**src/rtl/decim_pkg.sv**
```systemverilog
// Shared types and helpers for the multi-channel decimator.
package decim_pkg;

  typedef enum logic [1:0] {
    MODE_LATEST = 2'd0,
    MODE_MEAN   = 2'd1,
    MODE_PEAK   = 2'd2,
    MODE_RSVD   = 2'd3
  } decim_mode_t;

  // The reserved encoding reduces exactly like LATEST.
  function automatic decim_mode_t decim_eff_mode(input decim_mode_t m);
    return (m == MODE_RSVD) ? MODE_LATEST : m;
  endfunction

endpackage

```
**src/rtl/multi_channel_decimator_if.sv**
```systemverilog
// Sample-in / reduced-result-out bundle of the multi-channel decimator.
interface multi_channel_decimator_if #(
  parameter int unsigned S = 12,
  parameter int unsigned C = 4
);
  logic           in_valid;
  logic [C*S-1:0] in_data;
  logic [1:0]     mode;
  logic           out_ready;
  logic           out_valid;
  logic [C*S-1:0] out_data;
  logic           overrun;
  logic           overrun_clr;

  modport master (
    output in_valid, in_data, mode, out_ready, overrun_clr,
    input  out_valid, out_data, overrun
  );

  modport slave (
    input  in_valid, in_data, mode, out_ready, overrun_clr,
    output out_valid, out_data, overrun
  );
endinterface

```
**src/rtl/decim_channel.sv**
```systemverilog
// One channel's period accumulator, running peak and LATEST hold; the result
// includes the current cycle's sample so the terminal sample is counted.
module decim_channel
  import decim_pkg::*;
#(
  parameter int unsigned S = 12,
  parameter int unsigned P = 3
) (
  input  logic        CLK,
  input  logic        CLR,
  input  logic [S-1:0] sample,
  input  logic        valid,
  input  logic        terminal,
  input  decim_mode_t mode,
  output logic [S-1:0] result_c
);

  localparam int unsigned ACC_W = S + P;

  logic [ACC_W-1:0] acc_q, acc_d, acc_sum_c;
  logic [S-1:0]     peak_q, peak_d, peak_cur_c;
  logic [S-1:0]     latest_q, latest_d, latest_cur_c;

  always_comb begin
    acc_sum_c    = acc_q + (valid ? ACC_W'(sample) : '0);
    peak_cur_c   = (valid && (sample > peak_q)) ? sample : peak_q;
    latest_cur_c = valid ? sample : latest_q;

    // Sum and peak restart each period; the LATEST hold carries across.
    acc_d    = terminal ? '0 : acc_sum_c;
    peak_d   = terminal ? '0 : peak_cur_c;
    latest_d = latest_cur_c;

    result_c = latest_cur_c;
    case (decim_eff_mode(mode))
      MODE_MEAN: result_c = S'(acc_sum_c >> P);
      MODE_PEAK: result_c = peak_cur_c;
      default:   result_c = latest_cur_c;
    endcase
  end

  always_ff @(posedge CLK) begin
    if (CLR) begin
      acc_q    <= '0;
      peak_q   <= '0;
      latest_q <= '0;
    end else begin
      acc_q    <= acc_d;
      peak_q   <= peak_d;
      latest_q <= latest_d;
    end
  end

endmodule

```
**src/rtl/multi_channel_decimator.sv**
```systemverilog
// Multi-channel decimator: one reduced word per channel every 2^P cycles,
// presented on a valid/ready output with a sticky overrun flag.
module multi_channel_decimator
  import decim_pkg::*;
#(
  parameter int unsigned S = 12,
  parameter int unsigned C = 4,
  parameter int unsigned P = 3
) (
  input logic                      CLK,
  input logic                      CLR,
  multi_channel_decimator_if.slave bus
);

  logic [P-1:0]   phase_q, phase_d;
  logic           terminal_c;
  decim_mode_t    mode_q, mode_d;
  logic           out_valid_q, out_valid_d;
  logic [C*S-1:0] out_data_q, out_data_d;
  logic           overrun_q, overrun_d;
  logic [C*S-1:0] result_c;

  assign terminal_c = (phase_q == '1);

  for (genvar i = 0; i < C; i++) begin : g_ch
    decim_channel #(.S(S), .P(P)) u_ch (
      .CLK      (CLK),
      .CLR      (CLR),
      .sample   (bus.in_data[i*S +: S]),
      .valid    (bus.in_valid),
      .terminal (terminal_c),
      .mode     (mode_q),
      .result_c (result_c[i*S +: S])
    );
  end

  // Terminal edge loads results and next-period mode; set of overrun beats clear.
  always_comb begin
    phase_d     = phase_q + P'(1);
    mode_d      = mode_q;
    out_valid_d = out_valid_q;
    out_data_d  = out_data_q;
    overrun_d   = overrun_q;

    if (bus.overrun_clr) overrun_d = 1'b0;

    if (terminal_c) begin
      mode_d      = decim_mode_t'(bus.mode);
      out_data_d  = result_c;
      out_valid_d = 1'b1;
      if (out_valid_q && !bus.out_ready) overrun_d = 1'b1;
    end else if (out_valid_q && bus.out_ready) begin
      out_valid_d = 1'b0;
    end
  end

  always_ff @(posedge CLK) begin
    if (CLR) begin
      phase_q     <= '0;
      mode_q      <= MODE_LATEST;
      out_valid_q <= 1'b0;
      out_data_q  <= '0;
      overrun_q   <= 1'b0;
    end else begin
      phase_q     <= phase_d;
      mode_q      <= mode_d;
      out_valid_q <= out_valid_d;
      out_data_q  <= out_data_d;
      overrun_q   <= overrun_d;
    end
  end

  assign bus.out_valid = out_valid_q;
  assign bus.out_data  = out_data_q;
  assign bus.overrun   = overrun_q;

endmodule
```
**src/flat_wrapper.sv**
```systemverilog
// flat-port wrapper written by rule: the top's interface ports become plain ports
module multi_channel_decimator_flat import decim_pkg::*;
#(
  parameter int unsigned S = 12,
  parameter int unsigned C = 4,
  parameter int unsigned P = 3
)
  (CLK, CLR, bus_in_valid, bus_in_data, bus_mode, bus_out_ready, bus_overrun_clr, bus_out_valid, bus_out_data, bus_overrun);
  multi_channel_decimator_if #(.S(S), .C(C)) bus_i ();
  input logic CLK;
  input logic CLR;
  input wire logic [$bits(bus_i.in_valid)-1:0] bus_in_valid;
  input wire logic [$bits(bus_i.in_data)-1:0] bus_in_data;
  input wire logic [$bits(bus_i.mode)-1:0] bus_mode;
  input wire logic [$bits(bus_i.out_ready)-1:0] bus_out_ready;
  input wire logic [$bits(bus_i.overrun_clr)-1:0] bus_overrun_clr;
  output wire logic [$bits(bus_i.out_valid)-1:0] bus_out_valid;
  output wire logic [$bits(bus_i.out_data)-1:0] bus_out_data;
  output wire logic [$bits(bus_i.overrun)-1:0] bus_overrun;
  assign bus_i.in_valid = bus_in_valid;
  assign bus_i.in_data = bus_in_data;
  assign bus_i.mode = bus_mode;
  assign bus_i.out_ready = bus_out_ready;
  assign bus_i.overrun_clr = bus_overrun_clr;
  assign bus_out_valid = bus_i.out_valid;
  assign bus_out_data = bus_i.out_data;
  assign bus_overrun = bus_i.overrun;
  multi_channel_decimator #(.S(S), .C(C), .P(P)) u_core (.CLK(CLK), .CLR(CLR), .bus(bus_i));
endmodule
```
**config.mk**
```make
export PLATFORM = sky130hd
export DESIGN_NAME = multi_channel_decimator_flat
export DESIGN_NICKNAME = d
export VERILOG_FILES = /design/src/rtl/decim_pkg.sv /design/src/rtl/multi_channel_decimator_if.sv /design/src/rtl/decim_channel.sv /design/src/rtl/multi_channel_decimator.sv /design/src/flat_wrapper.sv
export SDC_FILE = /design/constraint.sdc
export NUM_CORES = 1
export LEC_CHECK = 0
export BUFFER_PORTS_ARGS = -buffer_cell sky130_fd_sc_hd__buf_2
export CORE_MARGIN = 2
export CORE_UTILIZATION = 30
export DETAILED_ROUTE_END_ITERATION = 10
export PLACE_DENSITY = 0.59
export SYNTH_ARGS = -nofsm -noshare
export SYNTH_HDL_FRONTEND = slang
export SYNTH_SLANG_ARGS = --single-unit
```
**constraint.sdc**
```tcl
create_clock -name CLK -period 2.9 [get_ports CLK]
set_clock_uncertainty 0.05 [all_clocks]
set_input_delay 0.435 -clock CLK [delete_from_list [all_inputs] [get_ports CLK]]
set_output_delay 0.435 -clock CLK [all_outputs]
set_load 0.02 [all_outputs]
```
==> impl_metrics.py <==
metrics = {
    "detailed_routing": {
        "first_pass_iters": 5,
        "drtAntennaViolNets": 0,
        "routed_wl_um": 36700,
        "drc": 0,
        "wl_per_cell_um": 17.2,
        "viasPerCell": 5.11,
        "via_count": 10900,
        "dr.first_iter.drc_count": 726,
    },
    "floorplanning": {
        "fp.dieArea_um2": 40800,
        "ios": 105,
        "die_y_um": 202,
        "rows": 72,
        "chipWidth_um": 202,
        "core_um2": 38600,
        "start_util_pct": 30.4,
    },
    "logic_synthesis": {
        "synth_most_common_cell": "dfxtp_1",
        "yosys_warnings": 0,
        "synth_area_leaders": "dfxtp_1, ha_1, a21oi_1",
        "ys_types": 70,
        "syn_area_per_cell_um2": 8.37,
        "async_flop_share_pct": 0,
        "syn_inst": 1405,
        "ys.flop_type": "dfxtp_1",
        "synth.top_cell.area_share_pct": 35.9,
        "ys_seq_elements": 211,
        "synthesis.area_um2": 11800,
        "yosys-top-cells-count": "dfxtp_1, nor2_1, a21oi_1",
        "synth_edf_count": 0,
        "ys_seq_area_share_pct": 35.9,
        "synth_nets": 1564,
        "synth_top_cell_by_area": "dfxtp_1",
    },
    "timing": {
        "max_freq_ghz": 0.368,
        "relSlewSlack_pct": 55.1,
        "setup_viol": 0,
        "rsz0062_at_grt": "false",
        "fin_crit_sh_pct": 93.8,
        "worst_pin_slew_ps": 669,
        "hold_viol": 0,
        "drv_slew": 0,
        "fin_crit_ps": 2720,
    },
    "placement": {
        "dp.final_hpwl_um": 26900,
        "place.gp.congestion": 0.895,
        "place_area_um2": 13800,
        "io_buffers": 104,
    },
    "grt": {
        "grt_pass1_wl_um": 58700,
        "grt_max_degree": 48,
        "grt_usage_pct": 17.7,
        "antenna_found_initial": 1,
        "grt.overflow.total": 0,
        "grt_pass1_vias": 10800,
    },
    "pwr": {
        "fin_total_pwr_uw": 8190,
        "p_leak_uw": 0.00634,
        "powerDensity_nw_per_um2": 560,
        "vdd_ir_drop_max_mv": 0.380,
    },
    "cts": {
        "cts_hold_buf": 0,
        "cts_max_level": 1,
        "clockBufferDepth": 3,
        "cts_buffers": 24,
        "clock_sinks": 211,
        "tritoncts": "done",
        "clk_latency_ps": 520,
        "cts_root_buffer": "clkbuf_16",
        "path_clk_slew_ps": 60,
    },
    "status": {
        "status": "completed",
    },
    "finish": {
        "nets": 1761,
        "drive_gt1_share_pct": 20.4,
        "fin_area_um2": 14600,
        "diodes": 0,
        "areaGrowthSynthToFinish_pct": 24.5,
    },
    "worst_setup_path": {
        "crit_arrival_ps": 3080,
        "cp_top_family": "compound AO/OA/AOI/OAI gates",
        "crit_path_end_kind": "flip-flop",
        "crit_chain": "inv_1, ha_1, nand3_1, nor3_4, o21ai_0, a221oi_4, buf_4, mux2i_1, o41ai_1, o21bai_1",
        "critPathKind": "reg -> reg",
        "worst-path-stages": 10,
        "rr_worst_depth": 10,
        "critPathMaxStageDelay_ps": 380,
        "required_ps": 3260,
        "path_buf_inv": 2,
        "worst_path_max_delay_cell": "mux2i_1",
        "start_kind": "flip-flop",
        "critPathMaxFanout": 12,
    },
    "worst_hold_path": {
        "hold_class": "in -> reg",
        "hold_depth": 4,
    },
    "run": {
        "drv_cap": 0,
    },
}
==> routing by layer <==
| metal | track usage [%] | wire, um |
|---|---|---|
| met1 | 24.0 | 17100 |
| met2 | 28.6 | 16400 |
| met4 | 5.51 | 1010 |
| met3 | 3.18 | 2190 |
| met5 | 0 | 13 |
==> logic make-up after synthesis <==
logic type	count (synthesis)	share of synthesized area [%]
muxes	33	3.02
AOI/OAI and AO/OA	404	23.1
adders and majority gates	104	11.3
DFF	211	35.9
buffers and inverters	153	4.99
xor gates and xnor gates	38	2.83
and+or+nand+nor	462	18.8
==> final timing paths <==
kind | startpoint | endpoint | slack (ps)
max | u_core.g_ch[0].u_ch.peak_q[6] | u_core.bus.out_data[9] | 180
min | bus_out_ready | u_core.bus.out_valid | 140
min reg2reg | u_core.phase_q[0] | u_core.phase_q[0] | 380
max reg2reg | u_core.g_ch[0].u_ch.peak_q[6] | u_core.bus.out_data[9] | 180
==> per-stage QoR <==
step | utilization, % | TNS (ps) | instances | hold WS [ps] | setup slack (ps)
detailed placement | 35.6 | -2730 | 2094 | 367 | -234
finish | 37.9 | 0 | 2138 | 139 | 180
floorplan | - | 0 | 1405 | 349 | 9.15
CTS | 37.8 | 0 | 2138 | 121 | 83.5
global route | 37.9 | 0 | 2138 | 147 | 12.2
global placement | 35.6 | -1180 | 2094 | 358 | -120
==> state kept, by name, summed over array words and instances (netlist names) <==
| register | cells |
|---|---|
| u_core.bus.out_data | 48 |
| u_core.mode_q | 2 |
| u_core.g_ch.u_ch.acc_q | 60 |
| u_core.bus.overrun | 1 |
| u_core.g_ch.u_ch.peak_q | 48 |
| u_core.bus.out_valid | 1 |
| u_core.g_ch.u_ch.latest_q | 48 |
| u_core.phase_q | 3 |
==> repair_timing <==
action / 4_1_cts / 5_1_grt
gates resized for setup: 0 / 6
setup buffers: 0 / 0
setup endpoints to repair: 0 / 8
==> placed cells by master, fill, tap and decap left out, types with 11 or more instances in the layout <==
cell / netlist / final
a221oi_1: 12 / 12
mux2_2: 11 / 11
nor2_1: 187 / 186
o21a_1: 17 / 17
and3_1: 12 / 12
a21o_1: 22 / 22
buf_4: 2 / 138
nor3_1: 27 / 26
nor2b_1: 20 / 19
a221o_1: 11 / 11
nand3_1: 22 / 22
buf_2: 4 / 103
mux2i_1: 19 / 19
nand2_1: 72 / 72
o21ai_0: 48 / 46
a211oi_1: 16 / 16
and2_1: 82 / 82
inv_1: 79 / 79
dfxtp_1: 211 / 211
xor2_1: 17 / 17
xnor2_1: 21 / 21
ha_1: 100 / 98
a211o_1: 13 / 13
clkbuf_16: 0 / 25
a21oi_1: 151 / 151
==> power breakdown <==
group          total, uW  leakage (uW)  internal (uW)  switching, uW
Sequential          3180       0.00173           3100           82.3
Combinational       1660       0.00419            747            910
Clock               3350      0.000431           2060           1290
Total               8190       0.00634           5910           2290
==> worst min-delay path: stages <==
cell     delay, ps
buf_2           70
nor2b_1         40
nor2_1          80
nor2_1          40
==> cell type report <==
type | count | area (um^2)
clock inverter | 12 | 170
sequential | 211 | 4220
multi-input combinational | 1041 | 6990
timing repair buffer | 244 | 1610
fill | 3935 | 24000
tap | 518 | 648
inverter | 80 | 300
clock buffer | 32 | 702
No activity file was read; power rests on OpenSTA's default activity.
